File: src/rtl/config_loader.sv
// Streams bitstream words LSB-first into a scan chain while capturing
// the old chain contents from scan_out as readback words.
module config_loader #(
  parameter int CHAIN_LENGTH = 64,
  parameter int WORD_WIDTH   = 8
) (
  input  logic                  scan_clk,
  input  logic                  reset,
  input  logic                  start,
  input  logic [WORD_WIDTH-1:0] in_data,
  input  logic                  in_valid,
  output logic                  in_ready,
  output logic                  cfg_scan_in,
  output logic                  cfg_scan_en,
  input  logic                  cfg_scan_out,
  output logic [WORD_WIDTH-1:0] rd_data,
  output logic                  rd_valid,
  output logic                  busy,
  output logic                  done
);

  localparam int CW = $clog2(CHAIN_LENGTH + 1);
  localparam int PW = (WORD_WIDTH > 1) ? $clog2(WORD_WIDTH) : 1;
  localparam logic [CW-1:0] LAST = CW'(CHAIN_LENGTH - 1);
  localparam logic [PW-1:0] WEND = PW'(WORD_WIDTH - 1);

  typedef enum logic [1:0] {
    IDLE,
    FETCH,
    SHIFT,
    DONE
  } state_t;

  state_t                state;
  logic [CW-1:0]         bit_cnt;
  logic [PW-1:0]         wpos;
  logic [WORD_WIDTH-1:0] sbuf;
  logic [WORD_WIDTH-1:0] rb;
  logic [WORD_WIDTH-1:0] rb_cap;
  logic [WORD_WIDTH-1:0] sbuf_sh;
  logic [CW-1:0]         cnt_inc;
  logic [PW-1:0]         wpos_inc;
  logic                  last_bit;
  logic                  word_end;
  logic                  hs;

  assign last_bit = (bit_cnt == LAST);
  assign word_end = (wpos == WEND) || last_bit;
  assign cnt_inc  = bit_cnt + CW'(1);
  assign wpos_inc = wpos + PW'(1);
  assign sbuf_sh  = sbuf >> 1;
  assign hs       = in_valid && in_ready;

  always_comb begin
    rb_cap       = rb;
    rb_cap[wpos] = cfg_scan_out;
  end

  // Ready is registered, so it is computed for the position shifted next.
  function automatic logic rdy(
    input logic [PW-1:0] w,
    input logic [CW-1:0] c
  );
    return (w == WEND) && (c != LAST);
  endfunction

  always_ff @(posedge scan_clk) begin
    if (reset) begin
      state       <= IDLE;
      bit_cnt     <= '0;
      wpos        <= '0;
      sbuf        <= '0;
      rb          <= '0;
      rd_data     <= '0;
      rd_valid    <= 1'b0;
      in_ready    <= 1'b0;
      cfg_scan_in <= 1'b0;
      cfg_scan_en <= 1'b0;
      busy        <= 1'b0;
      done        <= 1'b0;
    end else begin
      done     <= 1'b0;
      rd_valid <= 1'b0;
      unique case (state)
        IDLE: begin
          if (start) begin
            state    <= FETCH;
            bit_cnt  <= '0;
            wpos     <= '0;
            rb       <= '0;
            busy     <= 1'b1;
            in_ready <= 1'b1;
          end
        end
        FETCH: begin
          if (hs) begin
            state       <= SHIFT;
            sbuf        <= in_data;
            wpos        <= '0;
            cfg_scan_en <= 1'b1;
            cfg_scan_in <= in_data[0];
            in_ready    <= rdy('0, bit_cnt);
          end
        end
        SHIFT: begin
          bit_cnt <= cnt_inc;
          if (word_end) begin
            rd_data  <= rb_cap;
            rd_valid <= 1'b1;
            rb       <= '0;
          end else begin
            rb <= rb_cap;
          end
          if (last_bit) begin
            state       <= DONE;
            cfg_scan_en <= 1'b0;
            cfg_scan_in <= 1'b0;
            in_ready    <= 1'b0;
            done        <= 1'b1;
          end else if (word_end && hs) begin
            sbuf        <= in_data;
            wpos        <= '0;
            cfg_scan_in <= in_data[0];
            in_ready    <= rdy('0, cnt_inc);
          end else if (word_end) begin
            // Starved: park in FETCH with the chain frozen.
            state       <= FETCH;
            cfg_scan_en <= 1'b0;
            cfg_scan_in <= 1'b0;
            in_ready    <= 1'b1;
          end else begin
            sbuf        <= sbuf_sh;
            wpos        <= wpos_inc;
            cfg_scan_in <= sbuf_sh[0];
            in_ready    <= rdy(wpos_inc, cnt_inc);
          end
        end
        DONE: begin
          state <= IDLE;
          busy  <= 1'b0;
        end
      endcase
    end
  end

endmodule

File: config.mk
export PLATFORM = sky130hd
export DESIGN_NAME = config_loader
export DESIGN_NICKNAME = d
export VERILOG_FILES = /design/src/rtl/config_loader.sv
export SDC_FILE = /design/constraint.sdc
export NUM_CORES = 1
export LEC_CHECK = 0
export CAP_MARGIN = 20
export CORE_MARGIN = 1
export CORE_UTILIZATION = 60
export DETAILED_ROUTE_END_ITERATION = 12
export DONT_BUFFER_PORTS = 1
export PLACE_DENSITY = 0.8
export SLEW_MARGIN = 15
export SYNTH_ARGS = -nofsm -noshare
export SYNTH_HDL_FRONTEND = slang
export SYNTH_SLANG_ARGS = --single-unit
File: constraint.sdc
create_clock -name scan_clk -period 5.07 [get_ports scan_clk]
set_input_delay 1.521 -clock scan_clk [delete_from_list [all_inputs] [get_ports scan_clk]]
set_output_delay 1.521 -clock scan_clk [all_outputs]
set_load 0.03 [all_outputs]
==> results.yml, run 1 <==
outcome:
  outcome: "finished clean"
pwr:
  power.density_nw_per_um2: 262.4
  p_int_mw: 0.4422
  vdd_drop_max_uv: 125.4
  power.switching_mw: 0.1367
  pwr-share-comb_pct: 5.7
  pwr-share-clk_pct: 35.9
  pwr-share-seq_pct: 58.4
  p_total_mw: 0.5789
  leakagePower_nw: 0.7921
  netSwitchingFraction_pct: 23.62
detailed_routing:
  viasPerCell: 6.449
  first_pass_iters: 4
  wire_per_inst_um: 16.36
  drtIter0Drc: 128
  antenna_left: 0
  vias: 1838
  wirelength_um: 4662
  remaining_drc_errors: 0
floorplan:
  core_um2: 3390
  start_util_pct: 63.79
  dieHeight_um: 62.03
  dieArea_um2: 3848
  chipWidth_um: 62.03
  io_pins: 27
  num_rows: 21
layout:
  syn_to_final_growth_pct: 2.026
  antennaDiodeCount: 0
  fin_area_um2: 2206
  post-route-util_pct: 65.08
  nNetsFinal: 257
  instances_no_fill: 285
  drive_above_1_share_pct: 10.04
clocking:
  clk_pin_slew_ns: 0.13
  cts_setup_buffers: 0
  cts.sinks: 41
  cts_resized: 0
  clock_path_buffers: 2
  numCtsBuffers: 5
  tritoncts: "yes"
  hold_buffers: 0
  cts-root-buf: "clkbuf_4"
  insertion_delay_ns: 0.35
  htree_levels: 2
grt:
  grt_overflow: 0
  met1_usage_pct: 32.14
  met2_usage_pct: 42.71
  grt_usage_pct: 25.96
  gr-usage-met3_pct: 6.625
  grt_max_degree: 44
  grt_pass1_vias: 1592
  antenna_found_initial: 0
  busiest_layer: "met2"
  grt_pass1_wl_um: 7162
timing:
  drv_slew: 0
  rsz0062_at_grt: "false"
  slew_headroom_pct: 49.20
  max_freq_mhz: 397.7
  post-route-min-period_ns: 2.515
  finalSetupViolCount: 0
  worst_pin_slew_ns: 0.7620
  hold_violations: 0
  tns_ns: 0
  layout_worst_path_cycle_share_pct: 49.60
  skew_ns: 0.01199
hold_path:
  hp-class: "register to register"
  min_path_cells: 2
placed_design:
  dpl-instance-area_um2: 2130
  dp.cells: 278
  gp_congestion: 0.8336
  portBuffers: 0
  place_hpwl_um: 3154
worst_setup_path:
  critPathRequiredTime_ns: 3.55
  crit_path_max_fanout: 9
  crit_cells: 0
  end_kind: "output port"
  critPathLaunchType: "register"
  crit_type: "register to output port"
  reg2reg_depth: 6
  worstPathArrival_ns: 0.99
logic_synthesis:
  synth.area.top_cells: "dfxtp_1 (38%), a21oi_1 (6.0%), nor2_1 (4.2%)"
  synth_edf_count: 0
  synth_top_area_share_pct: 37.96
  synth_top_area_cell: "dfxtp_1"
  yosys.cell_types.count: 52
  synthXorXnorAreaFrac_pct: 0.8102
  syn_nets: 269
  synthSimpleGateAreaFrac_pct: 20.54
  synth_top_flop_cell: "dfxtp_1"
  synthAdderAreaFrac_pct: 2.894
  avgSynthCellArea_um2: 8.614
  ys_seq_elements: 41
  synth_top_family_by_area: "compound AO/OA/AOI/OAI gates"
  async_reset_ff_share_pct: 0
  yosysWarnings: 0
  synthesis.area_um2: 2162
  synth_compound_area_share_pct: 27.84
  synthMuxAreaShare_pct: 3.704
  synthCells: 251
  seq_area_frac_synth_pct: 37.96
flow_run:
  cap_violations: 0
-- cells in the final DEF (no fill, tap or decap), drive strengths merged, types with 2 or more instances in the layout --
| cell | Yosys | final |
|---|---|---|
| dfxtp | 41 | 41 |
| a21oi | 27 | 27 |
| nor2 | 26 | 26 |
| nand3 | 15 | 15 |
| o21ai | 15 | 15 |
| a211oi | 12 | 12 |
| inv | 10 | 10 |
| nand2 | 9 | 9 |
| nor3 | 8 | 8 |
| mux2i | 8 | 8 |
| a2bb2oi | 8 | 8 |
| a221oi | 6 | 6 |
| nor3b | 5 | 5 |
| ha | 5 | 5 |
| clkbuf | 11 | 5 |
| nand3b | 5 | 5 |
| and3 | 3 | 3 |
| o211ai | 3 | 3 |
| and3b | 2 | 2 |
| nand4b | 2 | 2 |
| a211o | 2 | 2 |
| o22ai | 2 | 2 |
| a31oi | 2 | 2 |
-- kinds of logic after synthesis --
logic type | Yosys count
compound gates | 84
xor+xnor | 2
fa+ha+maj | 5
buf+inv | 30
flops | 41
mux | 8
simple gates | 81
-- area by class of cell --
class,count,area [um2]
multi-input cells,180,1210
fillers,289,1184
repair buffers,1,7.507
inverters,10,37.54
clock buffers,5,37.54
well taps,46,57.56
clock inverters,2,35.03
flip-flops and latches,41,820.8
-- layer usage --
layer,routed length (um),vias up
met4,62,0
met3,227,8
met5,0,-
met1,2046,882
li1,-,900
met2,2326,48
-- Yosys cell counts (6+ instances only) --
master     count
inv_1          9
nor3_1         8
o21ai_1        7
dfxtp_1       41
nand2_1        9
o21ai_0        7
a211oi_1      10
a21oi_1       26
a2bb2oi_1      8
clkbuf_1      11
mux2i_1        8
nand3_1       13
buf_2          6
nor2_1        24
-- per-stage QoR --
stage | setup slack (ns) | hold slack [ns]
3_5_place_dp | 2.237 | 0.4659
6_report | 2.555 | 0.4823
2_1_floorplan | 2.585 | 0.4522
3_3_place_gp | 2.300 | 0.4613
4_1_cts | 2.550 | 0.4848
5_1_grt | 2.515 | 0.5066
-- registers in the layout, indices dropped and copies added (netlist names) --
| register | count |
|---|---|
| bit_cnt | 7 |
| busy | 1 |
| cfg_scan_en | 1 |
| cfg_scan_in | 1 |
| done | 1 |
| in_ready | 1 |
| rb | 8 |
| rd_data | 8 |
| rd_valid | 1 |
| sbuf | 7 |
| state | 2 |
| wpos | 3 |
-- final timing paths --
path            start        to  slack [ns]
min reg2reg   sbuf[4]   sbuf[4]        0.48
max reg2reg   wpos[1]   sbuf[3]        2.99
max          in_ready  in_ready        2.56
min           sbuf[4]   sbuf[4]        0.48
-- power groups by stage --
stage	Sequential [mW]	Combinational [mW]	Clock, mW
floorplan	0.342	0.0353	0
global placement	0.345	0.0316	0
detailed placement	0.345	0.0326	0
CTS	0.338	0.0328	0.210
global route	0.339	0.0372	0.226
finish	0.338	0.0330	0.208
Power figures use the tool's default switching activity.
==> run 2, diff against run 1 <==
Clock period 5.07 ns to 2.46 ns, I/O delays scaled along.
==> run 2 against run 1 <==
Net effect: via count decreased by 2.5%; critical endpoint is now sbuf[5]; largest cell class unchanged; worst hold slack got worse by 0.050 ns; combinational power up 130%; global-route usage is 0.88 points lower; die area unchanged; cell count increased by 1.4%; highest routed layer unchanged; power grew 92%.
==> results.yml, run 2 (same netlist as run 1, synthesis figures left out) <==
pwr:
  leakagePower_nw: 0.7993
  p_total_mw: 1.113
  power.density_nw_per_um2: 502.8
  vdd_drop_max_uv: 349.8
grt:
  grt_max_degree: 44
  grt_pass1_wl_um: 6969
  grt_pass1_vias: 1568
  grt_usage_pct: 25.09
  antenna_found_initial: 0
  grt_overflow: 0
worst_setup_path:
  critPathLaunchType: "register"
  critPathRequiredTime_ns: 2.72
  reg2reg_slack_ns: 0.47
  crit_type: "register to register"
  crit_end: "sbuf[5]"
  end_kind: "register"
  crit_path_max_fanout: 16
  reg2reg_depth: 6
  worstPathArrival_ns: 2.25
  reg2reg_to: "sbuf[5]"
  crit_path_start: "wpos[0]"
  timing.rr.start: "wpos[0]"
detailed_routing:
  drtIter0Drc: 155
  first_pass_iters: 4
  vias: 1792
  remaining_drc_errors: 0
  viasPerCell: 6.201
  wire_per_inst_um: 15.66
  antenna_left: 0
  wirelength_um: 4527
floorplan:
  dieArea_um2: 3848
  start_util_pct: 63.79
  chipWidth_um: 62.03
  io_pins: 27
  dieHeight_um: 62.03
  core_um2: 3390
  num_rows: 21
clocking:
  clock_path_buffers: 2
  clk_pin_slew_ns: 0.12
  cts_resized: 0
  hold_buffers: 0
  htree_levels: 2
  tritoncts: "yes"
  cts-root-buf: "clkbuf_4"
  numCtsBuffers: 5
  insertion_delay_ns: 0.35
  cts.sinks: 41
  cts_setup_buffers: 0
timing:
  drv_slew: 0
  tns_ns: 0
  layout_worst_path_cycle_share_pct: 80.76
  post-route-min-period_ns: 1.987
  worst_pin_slew_ns: 0.4876
  max_freq_mhz: 503.3
  finalSetupViolCount: 0
  skew_ns: 0.008454
  rsz0062_at_grt: "false"
  slew_headroom_pct: 67.34
  hold_violations: 0
  hold_slack_ns: 0.4326
flow_run:
  cap_violations: 0
placed_design:
  dp.cells: 282
  place_hpwl_um: 3125
  portBuffers: 0
  gp_congestion: 0.8029
layout:
  nNetsFinal: 261
  antennaDiodeCount: 0
  instances_no_fill: 289
  layout_common_cells: "dfxtp_1 (41), a21oi_1 (26), nor2_1 (24)"
  reg_top3: "rb x8, rd_data x8"
  final_common_cell: "dfxtp_1"
  syn_to_final_growth_pct: 2.430
  drive_above_1_share_pct: 10.70
outcome:
  outcome: "finished clean"
hold_path:
  hp-class: "primary input to register"
## run 2: cell types whose count changed in the layout (fill, tap and decap cells not counted), sizes merged
cell,change
bufinv,-1
clkinv,-1
buf,+4
clkbuf,+2
## run 2: per-layer routing
| layer | vias up | GRT usage, % | wire length (um) |
|---|---|---|---|
| met3 | 9 | 7.660 | 220 |
| met1 | 836 | 32.06 | 2143 |
| met4 | 0 | 10.16 | 87 |
| met5 | - | 0 | 0 |
| li1 | 902 | - | - |
| met2 | 45 | 39.36 | 2075 |
## run 2: power by group
part / switching, mW / internal [mW] / total [mW]
sequential: 0.0169 / 0.676 / 0.692
clock: 0.210 / 0.135 / 0.345
combinational: 0.0440 / 0.0323 / 0.0763
total: 0.271 / 0.843 / 1.11
## run 2: how the worst min path moves through the flow
stage	start	end	slack, ns	cells past startpoint
after floorplan	sbuf[2]	sbuf[2]	0.45	2
after global placement	sbuf[5]	sbuf[5]	0.47	2
after detailed placement	sbuf[5]	sbuf[5]	0.47	2
after CTS	reset	sbuf[6]	0.42	1
after global routing	reset	sbuf[6]	0.41	1
final	reset	sbuf[6]	0.43	1
## run 2: area by class of cell
cell class | instances | area, um2
Sequential cell | 41 | 820.8
Timing Repair Buffer | 5 | 37.54
Inverter | 10 | 37.54
Clock buffer | 7 | 55.05
Fill cell | 280 | 1175
Multi-Input combinational cell | 180 | 1206
Tap cell | 46 | 57.56
## run 2: critical path, cell delays in order (launching register included)
cell	delay, ns
dfxtp_1	0.51
ha_1	0.20
ha_1	0.36
inv_2	0.16
o211ai_4	0.25
nand3_1	0.13
a221oi_1	0.29
## run 2: metrics by stage
step,worst slack [ns],area (um2),utilization [%]
6_report,0.4732,2215,65.34
5_1_grt,0.2599,2215,65.34
4_1_cts,0.4772,2215,65.34
3_5_place_dp,0.4970,2160,63.71
3_3_place_gp,0.5902,2160,63.71
2_1_floorplan,0.7582,2162,-
